## src/rtl/logic_unit_arbiter_if.sv

```systemverilog
// Request/response bundle between the clients and the shared logic unit arbiter.
// The arbiter connects through the slave modport. The clients and the result consumer use master.
interface logic_unit_arbiter_if #(
  parameter int WIDTH = 8,
  parameter int NREQ  = 4
);
  localparam int IDW = $clog2(NREQ);

  logic [NREQ-1:0]       req_valid;
  logic [NREQ-1:0]       req_ready;
  logic [3*NREQ-1:0]     req_op;
  logic [WIDTH*NREQ-1:0] req_a;
  logic [WIDTH*NREQ-1:0] req_b;
  logic                  rsp_valid;
  logic                  rsp_ready;
  logic [IDW-1:0]        rsp_id;
  logic [WIDTH-1:0]      rsp_data;

  modport master (
    output req_valid, req_op, req_a, req_b, rsp_ready,
    input  req_ready, rsp_valid, rsp_id, rsp_data
  );

  modport slave (
    input  req_valid, req_op, req_a, req_b, rsp_ready,
    output req_ready, rsp_valid, rsp_id, rsp_data
  );
endinterface

```

## src/rtl/logic_unit_arbiter.sv

```systemverilog
// Round-robin arbiter sharing one registered bitwise logic unit among NREQ requesters.
// state | meaning: IDLE = nothing held, may grant | EXEC = compute latched op | RESP = result offered, grant on handshake
module logic_unit_arbiter #(
  parameter int WIDTH = 8,
  parameter int NREQ  = 4
) (
  input  logic                  clk,
  input  logic                  rst_n,
  logic_unit_arbiter_if.slave   bus,
  output logic                  busy
);
  localparam int IDW = $clog2(NREQ);
  localparam logic [IDW:0]   NREQ_W  = (IDW+1)'(NREQ);
  localparam logic [IDW-1:0] LAST_ID = IDW'(NREQ-1);

  typedef enum logic [1:0] {
    IDLE = 2'd0,
    EXEC = 2'd1,
    RESP = 2'd2
  } state_t;

  state_t           state;
  logic [IDW-1:0]   ptr;
  logic [IDW-1:0]   id_q;
  logic [2:0]       op_q;
  logic [WIDTH-1:0] a_q;
  logic [WIDTH-1:0] b_q;

  logic             grant_ok;
  logic             gnt_found;
  logic             grant;
  logic [IDW-1:0]   gnt_idx;
  logic [IDW-1:0]   ptr_nxt;
  logic [IDW:0]     cand;
  logic [2:0]       sel_op;
  logic [WIDTH-1:0] sel_a;
  logic [WIDTH-1:0] sel_b;

  function automatic logic [WIDTH-1:0] lu_eval(input logic [2:0] op,
                                               input logic [WIDTH-1:0] a,
                                               input logic [WIDTH-1:0] b);
    logic [WIDTH-1:0] r;
    case (op)
      3'd0:    r = a & b;
      3'd1:    r = a | b;
      3'd2:    r = a ^ b;
      3'd3:    r = ~(a & b);
      3'd4:    r = ~(a | b);
      3'd5:    r = ~(a ^ b);
      3'd6:    r = ~a;
      default: r = ~b;
    endcase
    return r;
  endfunction

  // Search starts at ptr and wraps modulo NREQ. The first valid requester found wins.
  always_comb begin
    grant_ok  = (state == IDLE) || ((state == RESP) && bus.rsp_ready);
    gnt_found = 1'b0;
    gnt_idx   = '0;
    cand      = '0;
    for (int k = 0; k < NREQ; k++) begin
      cand = {1'b0, ptr} + (IDW+1)'(k);
      if (cand >= NREQ_W) cand = cand - NREQ_W;
      if (!gnt_found && bus.req_valid[cand[IDW-1:0]]) begin
        gnt_found = 1'b1;
        gnt_idx   = cand[IDW-1:0];
      end
    end
    grant = grant_ok && gnt_found;
  end

  always_comb begin
    bus.req_ready = '0;
    if (grant) bus.req_ready[gnt_idx] = 1'b1;
    ptr_nxt = (gnt_idx == LAST_ID) ? '0 : gnt_idx + IDW'(1);
  end

  always_comb begin
    sel_op = '0;
    sel_a  = '0;
    sel_b  = '0;
    for (int i = 0; i < NREQ; i++) begin
      if (gnt_idx == IDW'(i)) begin
        sel_op = bus.req_op[3*i +: 3];
        sel_a  = bus.req_a[WIDTH*i +: WIDTH];
        sel_b  = bus.req_b[WIDTH*i +: WIDTH];
      end
    end
  end

  always_ff @(posedge clk or negedge rst_n) begin
    if (!rst_n) begin
      state         <= IDLE;
      ptr           <= '0;
      id_q          <= '0;
      op_q          <= '0;
      a_q           <= '0;
      b_q           <= '0;
      bus.rsp_valid <= 1'b0;
      bus.rsp_id    <= '0;
      bus.rsp_data  <= '0;
      busy          <= 1'b0;
    end else begin
      if (grant) begin
        ptr  <= ptr_nxt;
        id_q <= gnt_idx;
        op_q <= sel_op;
        a_q  <= sel_a;
        b_q  <= sel_b;
      end
      case (state)
        IDLE: begin
          if (grant) begin
            state <= EXEC;
            busy  <= 1'b1;
          end
        end
        EXEC: begin
          bus.rsp_data  <= lu_eval(op_q, a_q, b_q);
          bus.rsp_id    <= id_q;
          bus.rsp_valid <= 1'b1;
          state         <= RESP;
        end
        RESP: begin
          if (bus.rsp_ready) begin
            bus.rsp_valid <= 1'b0;
            if (grant) begin
              state <= EXEC;
            end else begin
              state <= IDLE;
              busy  <= 1'b0;
            end
          end
        end
        default: begin
          state         <= IDLE;
          busy          <= 1'b0;
          bus.rsp_valid <= 1'b0;
        end
      endcase
    end
  end
endmodule

```

## src/flat_wrapper.sv

```systemverilog
// flat-port wrapper written by rule: the top's interface ports become plain ports
module logic_unit_arbiter_flat 
#(
  parameter int WIDTH = 8,
  parameter int NREQ  = 4
)
  (clk, rst_n, busy, bus_req_valid, bus_req_op, bus_req_a, bus_req_b, bus_rsp_ready, bus_req_ready, bus_rsp_valid, bus_rsp_id, bus_rsp_data);
  logic_unit_arbiter_if #(.WIDTH(WIDTH), .NREQ(NREQ)) bus_i ();
  input  logic clk;
  input  logic rst_n;
  output logic busy;
  input wire logic [$bits(bus_i.req_valid)-1:0] bus_req_valid;
  input wire logic [$bits(bus_i.req_op)-1:0] bus_req_op;
  input wire logic [$bits(bus_i.req_a)-1:0] bus_req_a;
  input wire logic [$bits(bus_i.req_b)-1:0] bus_req_b;
  input wire logic [$bits(bus_i.rsp_ready)-1:0] bus_rsp_ready;
  output wire logic [$bits(bus_i.req_ready)-1:0] bus_req_ready;
  output wire logic [$bits(bus_i.rsp_valid)-1:0] bus_rsp_valid;
  output wire logic [$bits(bus_i.rsp_id)-1:0] bus_rsp_id;
  output wire logic [$bits(bus_i.rsp_data)-1:0] bus_rsp_data;
  assign bus_i.req_valid = bus_req_valid;
  assign bus_i.req_op = bus_req_op;
  assign bus_i.req_a = bus_req_a;
  assign bus_i.req_b = bus_req_b;
  assign bus_i.rsp_ready = bus_rsp_ready;
  assign bus_req_ready = bus_i.req_ready;
  assign bus_rsp_valid = bus_i.rsp_valid;
  assign bus_rsp_id = bus_i.rsp_id;
  assign bus_rsp_data = bus_i.rsp_data;
  logic_unit_arbiter #(.WIDTH(WIDTH), .NREQ(NREQ)) u_core (.clk(clk), .rst_n(rst_n), .bus(bus_i), .busy(busy));
endmodule
```

## config.mk

```make
export PLATFORM = sky130hd
export DESIGN_NAME = logic_unit_arbiter_flat
export DESIGN_NICKNAME = d
export VERILOG_FILES = /design/src/rtl/logic_unit_arbiter_if.sv /design/src/rtl/logic_unit_arbiter.sv /design/src/flat_wrapper.sv
export SDC_FILE = /design/constraint.sdc
export NUM_CORES = 1
export LEC_CHECK = 0
export ABC_AREA = 1
export CAP_MARGIN = 20
export CELL_PAD_IN_SITES_DETAIL_PLACEMENT = 0
export CELL_PAD_IN_SITES_GLOBAL_PLACEMENT = 1
export CORE_ASPECT_RATIO = 1.1
export CORE_UTILIZATION = 34
export DETAILED_ROUTE_END_ITERATION = 8
export PLACE_DENSITY_LB_ADDON = 0.12
export SETUP_SLACK_MARGIN = 0.4
export SKIP_CTS_REPAIR_TIMING = 1
export SLEW_MARGIN = 15
export SYNTH_ARGS = -nofsm -noshare
export SYNTH_HDL_FRONTEND = slang
export SYNTH_SLANG_ARGS = --single-unit
```

## constraint.sdc

```tcl
create_clock -name clk -period 4.64 [get_ports clk]
set_input_delay 0.928 -clock clk [delete_from_list [all_inputs] [get_ports clk]]
set_output_delay 0.928 -clock clk [all_outputs]
set_load 0.1 [all_outputs]
```

== Word-level counts from Yosys, hierarchy flattened ==
Cells that the tools add are included.
W data, S select, Z words.

* Output and inout port bits: 16
* ROM bits: 0
* Logic and storage cells: 115
* Memory bits (writable): 0
* Latch bits: 0
* Memories kept: 0
* Register bits: 37
* Bits of input ports: 83

* Multipliers: 0
* Reduce and logical (&&, ||, !) cells: 16
* Order comparisons: 10
* Muxes and demuxes: 47
* Divide/modulo/power cells: 0
* Shift-type cells: 0
* Equal/unequal tests: 14
* Add/sub/neg operators: 8
* Bitwise operators: 10

{| class="wikitable"
|+ Operators by type and width
! cell !! number
|-
| $mux W8 || 8
|-
| $pmux W8 S7 || 1
|-
| $not A8 Y8 || 5
|-
| $mux W2 || 11
|-
| $lt A2 B3 Y1 const B || 5
|-
| $mux W1 || 14
|-
| $mux W3 || 4
|-
| $eq A3 B3 Y1 const B || 3
|-
| $ge A3 B3 Y1 const B || 3
|-
| $and A8 B8 Y8 || 1
|-
| $bmux W1 S2 || 4
|-
| $or A8 B8 Y8 || 1
|-
| $sub A2 B1 Y2 const B || 4
|-
| $xor A8 B8 Y8 || 1
|-
| $add A2 B2 Y3 const B || 2
|-
| $eq A2 B2 Y1 const B || 3
|-
| $eq A3 B2 Y1 const B || 2
|-
| $logic_and A1 B1 Y1 || 6
|-
| $pmux W1 S3 || 2
|-
| $pmux W2 S3 || 1
|-
| $eq A2 B1 Y1 const B || 2
|-
| $logic_not A2 Y1 || 2
|-
| $mux W4 || 1
|-
| $ne A2 B2 Y1 const B || 2
|-
| other kinds (13) || 17
|}

== Depth between registers and ports, before layout ==
Gate-level depths: netlist of the first run.

* Depth after elaboration: 19
* Gate-level depth with buffers: 19
* Mapped depth without buffers: 17

== Least setup slack after synthesis of the first run ==
Ideal clock, no wire load.

* Path type: input port to output port
* Start point: input bus_req_valid[2]
* End point: output bus_req_ready[2]
* Arrival: 3666 ps
* Path buffers: 2
* Required time: 3712 ps
* Slack: 46 ps
* Stages on the path: 13
* Cells stage by stage: inv_1 o21ai_1 nand2_1 o21ai_0 nand2_1 nand2_1 nand2_1 nand3_1 ha_1 clkbuf_1 clkbuf_1 inv_1 nor2_1

* Longest elaborated chain between the ends: 17

{| class="wikitable"
|+ RTL lines
! what !! RTL line !! text
|-
| from (decl) || flat_wrapper.sv:12 || <nowiki>input wire logic [$bits(bus_i.req_valid)-1:0] bus_req_valid;</nowiki>
|-
| $bmux W1 S2 || logic_unit_arbiter.sv:65 || <nowiki>if (!gnt_found && bus.req_valid[cand[IDW-1:0]]) begin</nowiki>
|-
| $mux W1 (implied by the code) || logic_unit_arbiter.sv:65 ||
|-
| $mux W1 || logic_unit_arbiter.sv:65 ||
|-
| $logic_not A1 Y1 || logic_unit_arbiter.sv:65 ||
|-
| $logic_and A1 B1 Y1 || logic_unit_arbiter.sv:65 ||
|-
| $mux W1 || logic_unit_arbiter.sv:65 ||
|-
| $logic_not A1 Y1 || logic_unit_arbiter.sv:65 ||
|-
| $logic_and A1 B1 Y1 || logic_unit_arbiter.sv:65 ||
|-
| $mux W1 || logic_unit_arbiter.sv:65 ||
|-
| $logic_not A1 Y1 || logic_unit_arbiter.sv:65 ||
|-
| $logic_and A1 B1 Y1 || logic_unit_arbiter.sv:65 ||
|-
| $mux W2 || logic_unit_arbiter.sv:65 ||
|-
| $lt A2 B3 Y1 (implied by the code) / $ge A2 B1 Y1 (equally long branches) || logic_unit_arbiter.sv:75 || <nowiki>if (grant) bus.req_ready[gnt_idx] = 1'b1;</nowiki>
|-
| $logic_and A1 B1 Y1 (implied by the code) || logic_unit_arbiter.sv:75 ||
|-
| $mux W1 (implied by the code) || logic_unit_arbiter.sv:75 ||
|-
| $demux W1 S2 || -- ||
|-
| $mux W4 * || logic_unit_arbiter.sv:75 ||
|-
| to (decl) || flat_wrapper.sv:17 || <nowiki>output wire logic [$bits(bus_i.req_ready)-1:0] bus_req_ready;</nowiki>
|}

Every way passes the cells marked *; elsewhere a longest branch is shown, timed or not. The select of a mux whose other input is x is not followed.

== Final worst setup path of the first run ==
* Start point: input bus_req_valid[1]
* End point: output bus_req_ready[3]

* Longest elaborated chain between the ends: 17

{| class="wikitable"
|+ RTL lines
! what !! RTL line !! text
|-
| $bmux W1 S2 || logic_unit_arbiter.sv:65 ||
|-
| $mux W1 (implied by the code) || logic_unit_arbiter.sv:65 ||
|-
| $mux W1 || logic_unit_arbiter.sv:65 ||
|-
| $logic_not A1 Y1 || logic_unit_arbiter.sv:65 ||
|-
| $logic_and A1 B1 Y1 || logic_unit_arbiter.sv:65 ||
|-
| $mux W1 || logic_unit_arbiter.sv:65 ||
|-
| $logic_not A1 Y1 || logic_unit_arbiter.sv:65 ||
|-
| $logic_and A1 B1 Y1 || logic_unit_arbiter.sv:65 ||
|-
| [... 2 more ...] || -- ||
|-
| $logic_and A1 B1 Y1 || logic_unit_arbiter.sv:65 ||
|-
| $mux W2 * || logic_unit_arbiter.sv:65 ||
|-
| via u_core.gnt_idx[0] || logic_unit_arbiter.sv:32 || <nowiki>logic [IDW-1:0] gnt_idx;</nowiki>
|-
| $lt A2 B3 Y1 (implied by the code) / $ge A2 B1 Y1 (equally long branches) || logic_unit_arbiter.sv:75 ||
|-
| $logic_and A1 B1 Y1 (implied by the code) || logic_unit_arbiter.sv:75 ||
|-
| $mux W1 (implied by the code) || logic_unit_arbiter.sv:75 ||
|-
| $demux W1 S2 * || -- ||
|-
| $mux W4 * || logic_unit_arbiter.sv:75 ||
|}

Mark *: on every way through the listed nets, which the timed path passes. The rest lies on a longest branch. The select of a mux whose other input is x is not followed.

==> results of run 1 <==
sequential cells by signal, indices dropped and copies added, names as in the netlist:
name and count:
u_core.a_q 8, u_core.b_q 8, u_core.bus.rsp_data 8, u_core.op_q 3
u_core.bus.rsp_id 2, u_core.id_q 2, u_core.ptr 2, u_core.state 2
u_core.bus.rsp_valid 1, u_core.busy 1
routing by layer:
metal  up-vias  track usage [%]  share of wire [%]
met5         -                0                  0
met4         0             5.17                1.1
met3         6             3.92                5.5
met2        84             29.0                 44
met1      1292             25.9                 49
li1       1619                -                  -
synthesized netlist by cell type, types with 6 or more instances:
cell	count	area share (%)
sky130_fd_sc_hd__ha_1	20	8.3
sky130_fd_sc_hd__dfrtp_1	37	31
sky130_fd_sc_hd__a21oi_1	13	2.2
sky130_fd_sc_hd__nand2_2	8	1.7
sky130_fd_sc_hd__o21ai_0	37	6.2
sky130_fd_sc_hd__nor2_1	19	2.4
sky130_fd_sc_hd__o211ai_1	6	1.5
sky130_fd_sc_hd__inv_1	48	6.0
sky130_fd_sc_hd__nand2_1	157	20
sky130_fd_sc_hd__a22oi_1	19	4.7
sky130_fd_sc_hd__nand3_1	31	5.2
sky130_fd_sc_hd__clkbuf_1	7	0.87
logic make-up after synthesis:
kind of cell | after synthesis | synth area share, %
buf+inv | 68 | 10.6
simple gates | 227 | 33.1
compound gates | 87 | 17.2
flops | 37 | 30.8
fa+ha+maj | 20 | 8.31
layout make-up:
| class | instances | area, sq um | area share, % |
|---|---|---|---|
| Clock buffer | 7 | 86.3 | 2.07 |
| Multi-Input combinational cell | 334 | 1780 | 42.7 |
| Tap cell | 111 | 139 | 3.34 |
| Sequential cell | 37 | 926 | 22.2 |
| Inverter | 51 | 199 | 4.78 |
| Timing Repair Buffer | 102 | 1030 | 24.8 |
power groups by stage:
| stage | registers [mW] | logic [mW] | clock network [mW] |
|---|---|---|---|
| 3_3_place_gp | 0.620 | 2.60 | 0 |
| 5_1_grt | 0.643 | 2.91 | 0.248 |
| 3_5_place_dp | 0.625 | 2.62 | 0 |
| 4_1_cts | 0.620 | 2.63 | 0.239 |
| 6_report | 0.620 | 2.61 | 0.233 |
| 2_1_floorplan | 0.881 | 1.77 | 0 |
path summary, 6_finish.rpt:
check / start / end / cells past startpoint
worst max register to register: u_core.ptr[0]$_DFFE_PN0P_ / u_core.b_q[5]$_DFFE_PN0P_ / 17
max in group asynchronous: rst_n / u_core.a_q[0]$_DFFE_PN0P_ / 1
worst max-delay path: bus_req_valid[1] / bus_req_ready[3] / 13
worst min register to register: u_core.bus.rsp_id[1]$_DFFE_PN0P_ / u_core.bus.rsp_id[1]$_DFFE_PN0P_ / 2
worst min-delay path: u_core.bus.rsp_id[1]$_DFFE_PN0P_ / u_core.bus.rsp_id[1]$_DFFE_PN0P_ / 2
min in group asynchronous: rst_n / u_core.bus.rsp_valid$_DFFE_PN0P_ / 1
worst max-delay path, stage by stage:
cell	delay [ns]
sky130_fd_sc_hd__clkdlybuf4s50_1	0.47
sky130_fd_sc_hd__inv_1	0.04
sky130_fd_sc_hd__nand2_1	0.08
sky130_fd_sc_hd__nand2_1	0.08
sky130_fd_sc_hd__o21ai_0	0.24
sky130_fd_sc_hd__nand2_1	0.12
sky130_fd_sc_hd__nand3_1	0.10
sky130_fd_sc_hd__nand3_1	0.16
sky130_fd_sc_hd__inv_1	0.12
sky130_fd_sc_hd__ha_1	0.27
sky130_fd_sc_hd__inv_1	0.11
sky130_fd_sc_hd__nor2_4	0.17
sky130_fd_sc_hd__buf_12	0.20
through the flow:
step                hold WS, ns  util [%]  power (mW)
detailed placement        0.459      47.9        3.24
CTS                       0.476      48.9        3.49
global placement          0.455      47.9        3.22
floorplan                 0.449         -        2.65
global route              0.504      49.0        3.80
finish                    0.469      49.0        3.46
==> reports/summary.txt, run 1 <==
Period Utilization, post-route: 86.8%
Top fanout value on the critical path: 4
Register bit total from synthesis: 37
Total count of hold-check failures in the final report: 0
Mapped Cells: 439
Commonest register cell after synthesis: sky130_fd_sc_hd__dfrtp_1
Residual DRC: 0
CP Class: in2out
Net Switching: 2.01 mW
Post-layout instance area: 4160 sq um
Shortest period the worst path allows: 4.03 ns
CTS H-tree depth: 2
Number of synthesized flops with an enable pin: 0
Die extent in x: 91.7 um
Highest-count cells in the layout ignoring fill and taps: sky130_fd_sc_hd__nand2_1 (157), sky130_fd_sc_hd__clkdlybuf4s50_1 (93), sky130_fd_sc_hd__inv_1 (48), sky130_fd_sc_hd__o21ai_0 (37), sky130_fd_sc_hd__dfrtp_1 (37)
Mean instance size in the synthesized netlist: 6.86 sq um
Pre-CTS WS: 0.494 ns
Detailed-route via count: 3,001
Class of the most critical hold timing path: reg2reg
Area Overhead vs Synth: 38.2%
Mapped Area: 3010 sq um
Worst voltage drop across the vdd grid: 0.000300 V
CP required: 3.71 ns
Setup slack of the worst register-to-register path: 1.67 ns
TritonCTS buffer count: 5
Drt via density: 4.67
Grt total ovfl: 0
Setup repair after global routing missed its margin: no
Slew Limit Headroom: 35.6%
Worst Skew: 0.00766 ns
Placed cell count: 635
CTS max path bufs: 2
Vias in the first global route: 2,834
Flop pwr share: 17.9%
Net total in the final layout: 634
Core Area: 8500 sq um
Timing-limited maximum frequency: 0.248 GHz
Static power due to leakage: 1.95 nW
# Max-Cap Violations: 0
Clock net sink count: 37
Number of antenna violations at the first check in global routing: 0
Worst Path Arrival: 3.10 ns
Clock-pin slew on the worst setup and hold paths: 0.07 ns
Initial core utilization: 35.4%
Number of rows in the core area: 35
Final count of pins violating max slew: 0
Commonest non-fill, non-tap cell in the layout: sky130_fd_sc_hd__nand2_1
First-pass DRT Iterations: 4
Syn nets: 542
Detailed Place HPWL: 6.42 mm
Number of distinct library cells after synthesis: 32
Count of fill cells added during filler insertion: 883
Input/output buffers: 98
Setup Total Neg Slack: 0 ns
Sort of element at the end of the critical path: output pin
Clock latency at the later pin of the worst-skew pair: 0.29 ns
Cell area after placement: 4070 sq um
Number of standard cells in the layout, taps in and fillers out: 642
Total power divided by cell area: 832 nW/um^2
TritonCTS clock tree: done
Run status: complete, no violations
Fraction of power consumed by the clock network: 6.7%
Cell at the root of the clock tree: sky130_fd_sc_hd__clkbuf_8
Fraction of synthesis flops using an asynchronous set or reset pin: 100%
Weighted congestion reported at the end of routability-driven placement: 0.778
Switch share: 58.0%
Number of top-level pins: 99
Final setup slack of the worst path: 0.612 ns
Average detailed-routed wire length per instance: 12.9 um
Comb pwr share: 75.3%
Startpoint type of the worst setup path: input port
Internal power summed over all cells: 1.45 mW
Syn. warnings: 0
Routed Antenna Nets: 0
Wire length of the first global-routing pass: 13.6 mm
Actual transition at the worst max-transition pin: 0.964 ns
Portion of the post-synthesis area used by sequential elements: 30.8%
Maximum number of pins on one net before global-route repair: 39
Number of DRC markers after the initial detailed-route iteration: 137
Total die area: 9230 sq um
Fraction of final layout cells with drive strength greater than 1: 7.16%
Number of diodes: 0
Total track usage: 18.6%
Setup violation total in the final timing report: 0
Final WL: 8.27 mm
Die outline height: 101 um
(Power assumes the default switching activity.)
==> run 2, diff against run 1 <==
CAP_MARGIN = unset   (was 20)
CORE_MARGIN = 3   (was unset)
==> run 2 against run 1 <==
Global-route usage fell by 1.6 points. Critical path depth is the same. Clock skew shrank 0.0031 ns. Combinational power about the same. Critical endpoint unchanged.
==> reports/summary.txt, run 2 (synthesis results as in run 1) <==
Grt total ovfl: 0
Reg-to-reg startpoint: u_core.ptr[0]$_DFFE_PN0P_
Critical R2R Capture: u_core.b_q[2]$_DFFE_PN0P_
Average detailed-routed wire length per instance: 13.0 um
Number of antenna violations at the first check in global routing: 0
Initial core utilization: 35.4%
Commonest non-fill, non-tap cell in the layout: sky130_fd_sc_hd__nand2_1
Setup slack of the worst register-to-register path: 1.71 ns
Fraction of power consumed by the clock network: 6.5%
Clock-pin slew on the worst setup and hold paths: 0.07 ns
First-pass DRT Iterations: 6
Worst Skew: 0.00457 ns
Cell family with the largest share of critical-path delay: buffers and inverters
Placed cell count: 635
Vias in the first global route: 2,886
Total track usage: 17.0%
Number of top-level pins: 99
Total power divided by cell area: 832 nW/um^2
Area Overhead vs Synth: 38.3%
Core Area: 8500 sq um
Setup Total Neg Slack: 0 ns
Final count of pins violating max slew: 0
Number of diodes: 0
Class of the most critical hold timing path: reg2reg
Input/output buffers: 98
Detailed Place HPWL: 6.54 mm
Comb pwr share: 75.6%
Highest-count cells in the layout ignoring fill and taps: sky130_fd_sc_hd__nand2_1 (157), sky130_fd_sc_hd__clkdlybuf4s50_1 (93), sky130_fd_sc_hd__inv_1 (48), sky130_fd_sc_hd__o21ai_0 (37), sky130_fd_sc_hd__dfrtp_1 (37)
Top Registers: u_core.a_q: 8 flops, u_core.b_q: 8 flops, u_core.bus.rsp_data: 8 flops
Largest stage delay on the critical path: 0.48 ns
Shortest period the worst path allows: 3.96 ns
Actual transition at the worst max-transition pin: 0.964 ns
# Max-Cap Violations: 0
TritonCTS clock tree: done
Net total in the final layout: 634
Switch share: 57.9%
Die extent in x: 95.7 um
Clock latency at the later pin of the worst-skew pair: 0.29 ns
Cell-by-cell trace of the critical path: clkdlybuf4s50_1 > inv_1 > nand2_1 > nand2_1 > o21ai_0 > nand2_1 > nand3_1 > nand3_1 > inv_1 > ha_2 > inv_1 > nor2_4 > buf_12
Total die area: 10,000 sq um
Total power draw: 3.46 mW
CTS max path bufs: 2
Number of rows in the core area: 35
Flop pwr share: 17.9%
Static power due to leakage: 1.95 nW
Worst hold start: u_core.bus.rsp_id[1]$_DFFE_PN0P_
Setup repair after global routing missed its margin: no
Final worst hold slack: 0.469 ns
Setup violation total in the final timing report: 0
Maximum number of pins on one net before global-route repair: 39
Number of standard cells in the layout, taps in and fillers out: 642
Drt via density: 4.84
Timing-limited maximum frequency: 0.252 GHz
Utilization after layout: 49.0%
Net Switching: 2.01 mW
Fraction of final layout cells with drive strength greater than 1: 7.34%
Period Utilization, post-route: 85.4%
CTS H-tree depth: 2
Startpoint type of the worst setup path: input port
Weighted congestion reported at the end of routability-driven placement: 0.799
Min-Delay Endpoint: u_core.bus.rsp_id[1]$_DFFE_PN0P_
Number of DRC markers after the initial detailed-route iteration: 153
Run status: complete, no violations
Worst Path Arrival: 3.03 ns
Final WL: 8.35 mm
Residual DRC: 0
Sort of element at the end of the critical path: output pin
TritonCTS buffer count: 5
CP Class: in2out
Internal power summed over all cells: 1.46 mW
Total count of hold-check failures in the final report: 0
Worst Reg-to-Reg Cells: 17
Worst voltage drop across the vdd grid: 0.000337 V
Wire length of the first global-routing pass: 13.7 mm
Detailed-route via count: 3,107
Clock net sink count: 37
Routed Antenna Nets: 0
CP required: 3.71 ns
Die outline height: 105 um
Cell with the biggest individual delay on the critical path: sky130_fd_sc_hd__clkdlybuf4s50_1
Worst hold path cell count: 2
Slew Limit Headroom: 35.5%
Worst path buffer plus inverter count: 5
Cell at the root of the clock tree: sky130_fd_sc_hd__clkbuf_8
Top fanout value on the critical path: 4
==> run 2: cell counts in the layout (fill, tap and decap cells not counted) <==
Identical to the previous run, type by type.
==> run 2: cell type report <==
class                      instances  area [sq um]
timing repair buffer             102          1030
clock buffer                       7          86.3
sequential                        37           926
fill                             870          4330
multi-input combinational        334          1780
tap                              111           139
inverter                          51           199
==> run 2: power groups by stage <==
stage          registers (mW)  clock network (mW)  logic [mW]
2_1_floorplan           0.881                   0        1.77
3_3_place_gp            0.617                   0        2.60
3_5_place_dp            0.623                   0        2.62
4_1_cts                 0.618               0.232        2.63
5_1_grt                 0.643               0.245        2.94
6_report                0.619               0.225        2.62
==> run 2: worst max-delay path by stage <==
stage	startpoint	endpoint	slack [ns]	cells after the start
after floorplan	bus_req_valid[2]	bus_req_ready[2]	0.49	13
after global placement	bus_req_valid[2]	bus_req_ready[3]	0.59	13
after detailed placement	bus_req_valid[2]	bus_req_ready[3]	0.52	13
after CTS	bus_req_valid[2]	bus_req_ready[3]	0.52	13
after global routing	bus_req_valid[1]	bus_req_ready[3]	0.40	13
final	bus_req_valid[1]	bus_req_ready[3]	0.68	13
==> run 2: metrics by stage <==
step / worst slack (ns) / area, sq um
after floorplan: 0.489 / 3020
after detailed placement: 0.525 / 4070
after global placement: 0.593 / 4070
after global routing: 0.404 / 4160
final: 0.677 / 4160
after CTS: 0.523 / 4150
==> run 2: worst register-to-register path, stage by stage, from the launching register on <==
cell,delay [ns]
sky130_fd_sc_hd__dfrtp_1,0.62
sky130_fd_sc_hd__inv_6,0.09
sky130_fd_sc_hd__nand2_2,0.08
sky130_fd_sc_hd__nand2_2,0.08
sky130_fd_sc_hd__nand2_2,0.10
sky130_fd_sc_hd__nand2_4,0.07
sky130_fd_sc_hd__nor2_8,0.11
sky130_fd_sc_hd__nand4_1,0.09
sky130_fd_sc_hd__nand3_1,0.20
sky130_fd_sc_hd__inv_1,0.10
sky130_fd_sc_hd__ha_1,0.23
sky130_fd_sc_hd__buf_4,0.21
sky130_fd_sc_hd__nor2_1,0.12
sky130_fd_sc_hd__buf_4,0.23
sky130_fd_sc_hd__a22oi_1,0.09
sky130_fd_sc_hd__o21ai_0,0.26
sky130_fd_sc_hd__nand2_1,0.11
sky130_fd_sc_hd__nand3_1,0.09
==> run 2: layer usage <==
metal / vias up / part of all wire, % / routed length, um / global-route usage (%)
met1: 1380 / 47 / 3900 / 24.0
met2: 102 / 45 / 3760 / 25.5
met3: 9 / 7.0 / 586 / 3.67
met4: 0 / 1.2 / 99 / 5.39
li1: 1616 / - / - / -
met5: - / 0 / 0 / 0
==> run 3, diff against run 2 <==
REMOVE_ABC_BUFFERS = 1   (was unset)
==> run 3 against run 2 <==
Global-route usage is 0.51 points higher. Via count is 2.3% lower. Clock skew hardly changed. Clock-buffer cell count is 1 lower. Setup slack worse by 0.061 ns. Combinational power hardly changed. Sequential share of layout area is 0.060 points higher. Hold slack better by 0.0092 ns. Critical path type unchanged.
==> reports/summary.txt, run 3 (synthesis results as in run 1) <==
Worst Skew: 0.00453 ns
Total power draw: 3.46 mW
Final WL: 8.62 mm
Largest stage delay on the critical path: 0.47 ns
Weighted congestion reported at the end of routability-driven placement: 0.795
Number of DRC markers after the initial detailed-route iteration: 104
Worst Path Arrival: 3.10 ns
Net total in the final layout: 634
Setup violation total in the final timing report: 0
Min-Delay Endpoint: u_core.bus.rsp_id[1]$_DFFE_PN0P_
Cell-by-cell trace of the critical path: clkdlybuf4s50_1 > inv_1 > nand2_1 > nand2_1 > o21ai_0 > nand2_1 > nand3_1 > nand3_1 > inv_1 > ha_1 > inv_1 > nor2_4 > buf_12
Initial core utilization: 35.4%
Count of fill cells added during filler insertion: 879
Wire length of the first global-routing pass: 13.9 mm
CTS H-tree depth: 2
Die outline height: 105 um
Fraction of final layout cells with drive strength greater than 1: 6.95%
Shortest period the worst path allows: 4.02 ns
Worst hold path cell count: 2
Cell family with the largest share of critical-path delay: buffers and inverters
Drt via density: 4.72
# Max-Cap Violations: 0
Worst path buffer plus inverter count: 5
CP required: 3.71 ns
Number of standard cells in the layout, taps in and fillers out: 643
Actual transition at the worst max-transition pin: 0.972 ns
First-pass DRT Iterations: 4
Area of the multi-input gates: 1770 sq um
Detailed-route via count: 3,037
Final count of pins violating max slew: 0
Critical R2R Capture: u_core.a_q[6]$_DFFE_PN0P_
Clock net sink count: 37
Startpoint type of the worst setup path: input port
Timing-limited maximum frequency: 0.249 GHz
CTS max path bufs: 2
Top fanout value on the critical path: 4
Total power divided by cell area: 833 nW/um^2
Setup Total Neg Slack: 0 ns
Setup repair after global routing missed its margin: no
Residual DRC: 0
Top Registers: u_core.a_q: 8 flops, u_core.b_q: 8 flops, u_core.bus.rsp_data: 8 flops
Maximum number of pins on one net before global-route repair: 39
Routed Antenna Nets: 0
Number of diodes: 0
Vias in the first global route: 2,864
Setup slack of the worst register-to-register path: 1.65 ns
Total count of hold-check failures in the final report: 0
Slew Limit Headroom: 35.0%
Period Utilization, post-route: 86.7%
Utilization after layout: 48.9%
Cell with the biggest individual delay on the critical path: sky130_fd_sc_hd__clkdlybuf4s50_1
Core Area: 8500 sq um
Clock-pin slew on the worst setup and hold paths: 0.08 ns
Worst Reg-to-Reg Cells: 17
Number of top-level pins: 99
Total track usage: 17.5%
Worst voltage drop across the vdd grid: 0.000302 V
TritonCTS clock tree: done
Total die area: 10,000 sq um
Area Overhead vs Synth: 37.9%
TritonCTS buffer count: 5
Sort of element at the end of the critical path: output pin
Highest-count cells in the layout ignoring fill and taps: sky130_fd_sc_hd__nand2_1 (157), sky130_fd_sc_hd__clkdlybuf4s50_1 (93), sky130_fd_sc_hd__inv_1 (48), sky130_fd_sc_hd__o21ai_0 (37), sky130_fd_sc_hd__dfrtp_1 (37)
Reg-to-reg startpoint: u_core.ptr[0]$_DFFE_PN0P_
Die extent in x: 95.7 um
Placed cell count: 635
Cell at the root of the clock tree: sky130_fd_sc_hd__clkbuf_8
Number of antenna violations at the first check in global routing: 0
Input/output buffers: 98
Static power due to leakage: 1.95 nW
CP Class: in2out
Run status: complete, no violations
Worst hold start: u_core.bus.rsp_id[1]$_DFFE_PN0P_
Commonest non-fill, non-tap cell in the layout: sky130_fd_sc_hd__nand2_1
Area occupied by registers: 926 sq um
Average detailed-routed wire length per instance: 13.4 um
Class of the most critical hold timing path: reg2reg
Detailed Place HPWL: 6.52 mm
Clock latency at the later pin of the worst-skew pair: 0.29 ns
Number of rows in the core area: 35
Grt total ovfl: 0
==> run 3: changes by cell type in the layout (fill, tap and decap cells not counted) <==
cell | before | now
sky130_fd_sc_hd__clkinv_2 | 0 | 2
sky130_fd_sc_hd__nor2_1 | 17 | 19
sky130_fd_sc_hd__ha_1 | 19 | 20
sky130_fd_sc_hd__clkbuf_8 | 6 | 5
sky130_fd_sc_hd__ha_2 | 1 | 0
sky130_fd_sc_hd__nor2_2 | 2 | 0
==> run 3: worst min-delay path, cell delays in order, from the launching register on <==
cell and delay (ns):
sky130_fd_sc_hd__dfrtp_1 0.35, sky130_fd_sc_hd__nand2_1 0.05, sky130_fd_sc_hd__nand2_1 0.04
==> run 3: worst max path at each step <==
stage,start,endpoint,slack (ns),depth (start not counted)
after floorplan,bus_req_valid[2],bus_req_ready[2],0.03,11
after global placement,bus_req_valid[2],bus_req_ready[3],0.58,13
after detailed placement,bus_req_valid[2],bus_req_ready[3],0.50,13
after CTS,bus_req_valid[2],bus_req_ready[3],0.49,13
after global routing,bus_req_valid[3],bus_req_ready[3],0.46,13
final,bus_req_valid[1],bus_req_ready[3],0.62,13
==> run 3: area by class of cell <==
type	count	share of cell area (%)
inverter	51	4.79
clock inverter	2	0.241
timing repair buffer	102	24.9
sequential	37	22.3
clock buffer	6	1.75
multi-input combinational	334	42.7
tap	111	3.34
==> run 3: per-layer routing <==
layer  share of wire [%]  routed length, um  global-route usage, %
met5                   0                  0                      0
met4                0.66                 57                   3.96
met3                 5.8                503                   3.89
met2                  46               3940                   26.8
met1                  48               4110                   24.9
==> run 3: per-stage QoR <==
stage / instance area [sq um] / hold WS (ns) / setup slack [ns]
2_1_floorplan: 2890 / 0.449 / 0.0259
3_3_place_gp: 4060 / 0.455 / 0.584
3_5_place_dp: 4060 / 0.462 / 0.496
4_1_cts: 4140 / 0.482 / 0.495
5_1_grt: 4150 / 0.499 / 0.456
6_report: 4150 / 0.478 / 0.617
==> run 3: power by group <==
| group | internal, mW | leakage (nW) | total, mW | switching [mW] |
|---|---|---|---|---|
| combinational | 0.855 | 1.43 | 2.61 | 1.76 |
| sequential | 0.479 | 0.470 | 0.624 | 0.146 |
| clock | 0.104 | 0.0450 | 0.227 | 0.122 |
| total | 1.44 | 1.95 | 3.46 | 2.02 |
